File: src/rtl/mem_access_unit.sv
// rtl/mem_access_unit.sv - MEM-stage load/store initiator for a word-indexed data RAM
// Sub-word loads are extended here; sub-word stores read-modify-write the containing word.
module mem_access_unit #(
  parameter int DATA_WIDTH = 32,
  parameter int ADDR_WIDTH = 32,
  parameter int DEPTH_LOG2 = 5
) (
  input  logic                  clk,
  input  logic                  rst_n,
  input  logic                  req_valid,
  output logic                  req_ready,
  input  logic                  req_we,
  input  logic [1:0]            req_size,
  input  logic                  req_unsigned,
  input  logic [ADDR_WIDTH-1:0] req_addr,
  input  logic [DATA_WIDTH-1:0] req_wdata,
  output logic                  resp_valid,
  output logic                  resp_err,
  output logic [DATA_WIDTH-1:0] resp_rdata,
  output logic [ADDR_WIDTH-1:0] ram_addr,
  output logic [DATA_WIDTH-1:0] ram_datain,
  output logic                  ram_we,
  output logic                  ram_re,
  input  logic [DATA_WIDTH-1:0] ram_dataout
);

  typedef enum logic [1:0] {IDLE, READ, WRITE, DONE} state_t;

  state_t                state_q, state_d;
  logic                  we_q, uns_q, err_q;
  logic [1:0]            size_q;
  logic [ADDR_WIDTH-1:0] addr_q;
  logic [DATA_WIDTH-1:0] wdata_q, word_q;
  logic                  accept, req_err;
  logic [DATA_WIDTH-1:0] load_val, merged;
  logic [7:0]            byte_sel;
  logic [15:0]           half_sel;

  assign accept  = req_valid && (state_q == IDLE);
  assign req_err = (req_size == 2'b11)
                || (req_size == 2'b01 && req_addr[0])
                || (req_size == 2'b10 && req_addr[1:0] != 2'b00)
                || (req_addr[ADDR_WIDTH-1:DEPTH_LOG2+2] != '0);

  always_ff @(posedge clk or negedge rst_n) begin
    if (!rst_n) state_q <= IDLE;
    else        state_q <= state_d;
  end

  always_comb begin
    state_d = state_q;
    case (state_q)
      IDLE: begin
        if (accept) begin
          if (req_err)                       state_d = DONE;
          else if (req_we && req_size == 2'b10) state_d = WRITE;
          else                               state_d = READ;
        end
      end
      READ:    state_d = we_q ? WRITE : DONE;
      WRITE:   state_d = DONE;
      default: state_d = IDLE;
    endcase
  end

  // Request fields are frozen at accept; word_q holds the RAM word read in READ.
  always_ff @(posedge clk or negedge rst_n) begin
    if (!rst_n) begin
      we_q    <= 1'b0;
      uns_q   <= 1'b0;
      err_q   <= 1'b0;
      size_q  <= 2'b00;
      addr_q  <= '0;
      wdata_q <= '0;
      word_q  <= '0;
    end else begin
      if (accept) begin
        we_q    <= req_we;
        uns_q   <= req_unsigned;
        err_q   <= req_err;
        size_q  <= req_size;
        addr_q  <= req_addr;
        wdata_q <= req_wdata;
      end
      if (state_q == READ) word_q <= ram_dataout;
    end
  end

  assign byte_sel = word_q[{addr_q[1:0], 3'b000} +: 8];
  assign half_sel = addr_q[1] ? word_q[31:16] : word_q[15:0];

  always_comb begin
    load_val = word_q;
    case (size_q)
      2'b00:   load_val = {{24{~uns_q & byte_sel[7]}}, byte_sel};
      2'b01:   load_val = {{16{~uns_q & half_sel[15]}}, half_sel};
      default: load_val = word_q;
    endcase
  end

  always_comb begin
    merged = word_q;
    case (size_q)
      2'b00: merged[{addr_q[1:0], 3'b000} +: 8] = wdata_q[7:0];
      2'b01: begin
        if (addr_q[1]) merged[31:16] = wdata_q[15:0];
        else           merged[15:0]  = wdata_q[15:0];
      end
      default: merged = wdata_q;
    endcase
  end

  // All outputs decode from registered state so reset drops them without a clock.
  always_comb begin
    req_ready  = (state_q == IDLE);
    resp_valid = (state_q == DONE);
    resp_err   = (state_q == DONE) && err_q;
    resp_rdata = '0;
    ram_re     = (state_q == READ);
    ram_we     = (state_q == WRITE);
    ram_addr   = '0;
    ram_datain = '0;
    if (state_q == DONE && !err_q && !we_q) resp_rdata = load_val;
    if (state_q == READ || state_q == WRITE) ram_addr = {addr_q[ADDR_WIDTH-1:2], 2'b00};
    if (state_q == WRITE) ram_datain = merged;
  end

endmodule

File: config.mk
export PLATFORM = sky130hd
export DESIGN_NAME = mem_access_unit
export DESIGN_NICKNAME = d
export VERILOG_FILES = /design/src/rtl/mem_access_unit.sv
export SDC_FILE = /design/constraint.sdc
export NUM_CORES = 1
export LEC_CHECK = 0
export ABC_AREA = 1
export CAP_MARGIN = 20
export CORE_ASPECT_RATIO = 0.6
export CORE_MARGIN = 2
export CORE_UTILIZATION = 30
export CTS_CLUSTER_SIZE = 16
export DETAILED_ROUTE_END_ITERATION = 6
export PLACE_DENSITY = 0.53
export SYNTH_ARGS = -nofsm -noshare
export SYNTH_HDL_FRONTEND = slang
export SYNTH_SLANG_ARGS = --single-unit
File: constraint.sdc
create_clock -name clk -period 3.3 [get_ports clk]
set_clock_uncertainty 0.1 [all_clocks]
set_input_delay 0.495 -clock clk [delete_from_list [all_inputs] [get_ports clk]]
set_output_delay 0.495 -clock clk [all_outputs]
set_load 0.1 [all_outputs]
==> results.ini, run 1 <==
[route]
drt_wl_total_um = 26730
wl_per_cell_um = 19.38
num_vias = 6990
antenna_left = 0
dr.pass1.iters = 5
first_iter_violations = 592
drcViolationCount = 0
vias_per_cell = 5.069

[sta]
max_freq_mhz = 319.5
fin_crit_ps = 3130
min_period_over_period_pct = 94.84
rsz0062_at_grt = no
drv_slew = 0
slew-limit-headroom_pct = 54.97
setup_viol = 0
worst_slack_ps = 170.3
worst_pin_slew_ps = 675.5
final_hold_viol_count = 0

[floorplanning]
fp.dieH_um = 118.1
core.rowCount = 41
core_mm2 = 0.02114
ios = 204
initial_utilization_pct = 30.79
dieWidth_um = 194.1
dieArea_mm2 = 0.02293

[place]
port_buffers = 201
pre_cts_ws_ps = 558.3
routabilityCongestion = 0.9393
dpl.hpwl_um = 20280
placed_area_mm2 = 0.01005
dp_cells = 1363

[outcome]
status = finished, final reports clean

[layout]
multi_input_area_mm2 = 0.003635
nNetsFinal = 1207
final_common_cell = nand2_1
fin_area_mm2 = 0.01033
drive_gt1_share_pct = 17.91
antenna_cells = 0
fillers = 2091
layout_common_cells = 264 x nand2_1, 140 x o21ai_0, 104 x inv_1, 101 x dfrtp_1, 101 x clkdlybuf4s50_1
seq_area_mm2 = 0.002580
area_growth_pct = 58.68
fin_cells = 1379

[synthesis]
synth_area_leader_cell = dfrtp_1
synth-simple-area-share_pct = 21.19
synth-compound-area-share_pct = 26.24
dominantRegCellSynth = dfrtp_1
synthAdderAreaFrac_pct = 1.730
yosysSeqAreaShare_pct = 39.61
synth_edf_count = 0
synthCells = 935
ys_ff_latch = 103
synth_cell_type_count = 32
synth_mux_area_share_pct = 0
mappedNetlistArea_mm2 = 0.006507
syn_avg_cell_area_um2 = 6.960
synth_top_family_by_area = compound AO/OA/AOI/OAI gates
synth-xor-area-share_pct = 0
synth_top_area_share_pct = 39.61
synth_area_leaders = dfrtp_1 40%, nand2_1 15%, o21ai_0 11%, inv_1 6.1%, a21oi_1 5.9%
async_flop_share_pct = 100.0
yosysWarnings = 0

[clock_tree]
clockBufferDepth = 2
clk_latency_ps = 360
cts_root_buf = clkbuf_16
clkSinkCount = 103
cts_buffers = 9
htree_levels = 3
tritoncts = done
cts_hold_buf = 0
clkTransAtPathRegs_ps = 80

[setup_path]
crit_slowest_cell = buf_4
crit_type = reg2out
cp_max_fo = 59
max_stage_delay_ps = 500
startpoint_type = flip-flop
crit_chain = buf_4 > o211ai_1 > nand2_2 > nand3_4 > nand3_2 > nand2_4 > a21oi_1 > buf_12
endpoint_kind = primary output
crit_arrival_ps = 2530
reg2reg_slack_ps = 1260
cp.required_ps = 2700
path_buf_inv = 2
cp_top_family = buffers and inverters

[global_route]
grt_pass1_wl_um = 41110
grt_overflow = 0
grt_pass1_vias = 6678
grt_use_total_pct = 23.42
grt_max_degree = 93
antenna_found_initial = 2

[job]
cap_viol_max_count = 0

[min_path]
hold_class = in2async

==> worst register-to-register path, delay by kind of cell, from the launching register on <==
kind            cells  cell delay (ps)
simple gates        1              240
compound gates      1              120
fa+ha+maj           1              490
buf+inv             2              580
flops               1              430
==> sequential cells by signal, indices dropped and copies added, names as in the netlist <==
register,count
we_q,1
addr_q,32
uns_q,1
err_q,1
word_q,32
wdata_q,32
size_q,2
state_q,2
==> routing by layer <==
metal	GRT usage (%)	routed length (um)	vias up
met2	29.56	10010	308
met1	37.62	13650	3264
met3	8.309	2908	14
met4	2.936	136	2
li1	-	-	3402
met5	0	13	-
==> cell usage after synthesis (all sizes together), types with 7 or more instances <==
| master | n |
|---|---|
| a211oi | 8 |
| nor2 | 30 |
| a21oi | 87 |
| buf | 25 |
| nand3 | 15 |
| nor3 | 25 |
| nand2 | 268 |
| inv | 111 |
| clkbuf | 39 |
| ha | 9 |
| o21ai | 160 |
| dfrtp | 103 |
| a31oi | 25 |
| o221ai | 7 |
| o211ai | 18 |
==> timing repair <==
item / 4_1_cts / 5_1_grt
buffers inserted: 0 / 0
endpoints found under the hold margin: 0 / 0
endpoints found under the setup margin: 0 / 1
resized for setup: 0 / 1
==> cell type report <==
type | count | share of cell area, %
Multi-Input combinational cell | 657 | 35.20
Timing Repair Buffer | 212 | 29.61
Tap cell | 279 | 3.381
Inverter | 112 | 4.168
Clock inverter | 6 | 0.4362
Sequential cell | 103 | 24.98
Clock buffer | 10 | 2.217
==> cells by family (layout without fill, tap and decap cells) <==
group | after synthesis | count (layout)
AO/OA/AOI/OAI | 306 | 306
AND/OR/NAND/NOR | 340 | 340
adder cells (fa/ha/maj) | 9 | 9
buffers and inverters | 176 | 340
other | 1 | 2
flip-flops | 103 | 103
==> path summary, 6_finish.rpt <==
kind                             from              to  depth (start not counted)
max                         addr_q[0]  resp_rdata[16]                          8
min                             rst_n      addr_q[16]                          1
max reg2reg                state_q[1]      word_q[15]                          5
min reg2reg                addr_q[14]      addr_q[14]                          2
max in group asynchronous       rst_n      wdata_q[0]                          2
min in group clk           addr_q[14]      addr_q[14]                          2
==> through the flow <==
stage               hold WS, ps  TNS, ps  util (%)
floorplan                 99.41    -4834         -
global placement          363.5        0     47.55
detailed placement        366.1        0     47.55
CTS                       88.41        0     48.85
global route              111.0        0     48.86
finish                    62.90        0     48.86
Power of run 1 is left out: the tool's default activity adds up to more than one toggle a clock period on the data nets, which glitch-free logic cannot reach.
==> inputs of run 2 (changes only) <==
--- a/config.mk
+++ b/config.mk
@@ -6,12 +6,13 @@
 export NUM_CORES = 1
 export LEC_CHECK = 0
 export ABC_AREA = 1
-export CAP_MARGIN = 20
+export CAP_MARGIN = 10
 export CORE_ASPECT_RATIO = 0.6
 export CORE_MARGIN = 2
 export CORE_UTILIZATION = 30
 export CTS_CLUSTER_SIZE = 16
 export DETAILED_ROUTE_END_ITERATION = 6
+export GPL_ROUTABILITY_DRIVEN = 0
 export PLACE_DENSITY = 0.53
 export SYNTH_ARGS = -nofsm -noshare
 export SYNTH_HDL_FRONTEND = slang
==> run 2 against run 1 <==
Against the previous run:
- the flow now finishes with violations (design-rule violations)
- first-iteration DRC count rose by 16%
- global-route usage decreased by 0.82 points
- worst hold slack got worse by 5.6 ps
- via count grew 0.13%
- fmax increased by 0.32%
- die area stayed put
- setup slack improved by 9.8 ps
- non-clock buffer count is 2 higher
- critical path depth shrank 1
- register-to-register slack gained 30 ps
==> results.ini, run 2 (synthesis gave the netlist of run 1 again) <==
[sta]
slew-limit-headroom_pct = 57.12  ; +2.2 points
final_hold_viol_count = 0  ; unchanged
drv_slew = 0  ; unchanged
min_period_over_period_pct = 94.54  ; -0.30 points
max_freq_mhz = 320.5  ; +0.32%
fin_crit_ps = 3120  ; -9.836 ps
setup_viol = 0  ; unchanged
worst_slack_ps = 180.1  ; +9.836 ps
worst_pin_slew_ps = 643.1  ; -32.33 ps
rsz0062_at_grt = no
worst_hold_slack_ps = 57.27  ; -5.630 ps

[layout]
final_core_util_pct = 49.01  ; +0.15 points
drive_gt1_share_pct = 18.06  ; +0.15 points
reg_top3 = addr_q x32, wdata_q x32, word_q x32
final_common_cell = nand2_1
layout_common_cells = 264 x nand2_1, 140 x o21ai_0, 104 x inv_1, 101 x dfrtp_1, 101 x clkdlybuf4s50_1
nNetsFinal = 1209  ; +0.17%
area_growth_pct = 59.18
fin_area_mm2 = 0.01036  ; +0.31%

[clock_tree]
postCtsSetupBuffers = 0  ; unchanged
clockBufferDepth = 2  ; unchanged
clkTransAtPathRegs_ps = 70  ; about the same
tritoncts = done
cts_hold_buf = 0  ; unchanged
cts_resized = 0  ; unchanged
cts_root_buf = clkbuf_16
clk_latency_ps = 350  ; about the same
clkSinkCount = 103  ; unchanged
cts_buffers = 9  ; unchanged
htree_levels = 3  ; unchanged

[floorplanning]
fp.dieH_um = 118.1  ; unchanged
initial_utilization_pct = 30.79  ; unchanged
dieWidth_um = 194.1  ; unchanged
core_mm2 = 0.02114  ; unchanged
core.rowCount = 41  ; unchanged
dieArea_mm2 = 0.02293  ; unchanged
ios = 204  ; unchanged

[setup_path]
max_stage_delay_ps = 430  ; -70 ps
cp.required_ps = 2700  ; about the same
reg2reg_from = state_q[1]
crit_type = reg2out
cp_max_fo = 16  ; -73%
crit_arrival_ps = 2520  ; about the same
crit_chain = inv_2 > ha_1 > nand2_1 > nor3_1 > o21ai_0 > a31oi_4 > buf_12
startpoint_type = flip-flop
crit_slowest_cell = dfrtp_2
crit_path_start = addr_q[1]
endpoint_kind = primary output

[route]
num_vias = 6999  ; +0.13%
dr.pass1.iters = 7  ; +2
drt_wl_total_um = 26160  ; -2.1%
vias_per_cell = 5.064  ; about the same
drcViolationCount = 1  ; +1
antenna_left = 0  ; unchanged
first_iter_violations = 686  ; +16%
wl_per_cell_um = 18.93  ; -2.3%

[global_route]
grt_max_degree = 93  ; unchanged
grt_overflow = 0  ; unchanged
antenna_found_initial = 1  ; -1
grt_pass1_wl_um = 39790  ; -3.2%
grt_pass1_vias = 6626  ; -0.78%
grt_use_total_pct = 22.60  ; -0.82 points

[place]
pre_cts_ws_ps = 595.9  ; +37.54 ps
port_buffers = 201  ; unchanged
placed_area_mm2 = 0.01005  ; about the same
dpl.hpwl_um = 20080  ; -0.95%

[job]
cap_viol_max_count = 0  ; unchanged

[min_path]
hold_class = in2async

[outcome]
violations = design-rule violations
status = complete, but fails checks

[run 2: cell types whose count changed in the layout (fill, tap and decap cells not counted), sizes merged]
cell / delta
bufinv: +1
buf: +2
clkbuf: -1
diode: +1
[run 2: area by class of cell]
cell class                      count  area (um2)
Clock inverter                      7       78.83
Fill cell                        2066       10780
Tap cell                          279       349.1
Antenna cell                        1       2.502
Sequential cell                   103        2580
Multi-Input combinational cell    657        3632
Inverter                          112       430.4
Clock buffer                        9       225.2
Timing Repair Buffer              214        3060
[run 2: per-layer routing]
| layer | share of wire (%) | vias to the layer above | global-route usage, % |
|---|---|---|---|
| li1 | - | 3401 | - |
| met1 | 50 | 3244 | 35.81 |
| met2 | 38 | 324 | 29.07 |
| met3 | 11 | 28 | 7.335 |
| met4 | 1.0 | 2 | 4.025 |
| met5 | 0.046 | - | 0 |
[run 2: stage by stage]
| step | std cells | TNS, ps |
|---|---|---|
| 6_report | 1382 | 0 |
| 5_1_grt | 1381 | 0 |
| 4_1_cts | 1381 | 0 |
| 3_5_place_dp | 1365 | 0 |
| 3_3_place_gp | 1365 | 0 |
| 2_1_floorplan | 936 | -4834 |
[run 2: critical path, delay by kind of cell, from the launching register on]
kind	cells	cell delay, ps
simple gates	2	490
fa+ha+maj	1	300
compound gates	2	520
buf+inv	2	420
flops	1	430
[run 2: final timing paths]
check	endpoint	slack [ps]	cells after the start
worst max-delay path	ram_datain[18]	180	7
worst min-delay path	addr_q[26]	60	1
worst max register to register	word_q[15]	1290	5
worst min register to register	addr_q[5]	380	2
max in group asynchronous	wdata_q[6]	2270	2
min in group clk	addr_q[5]	380	2
Power of run 2 is left out for the same reason.
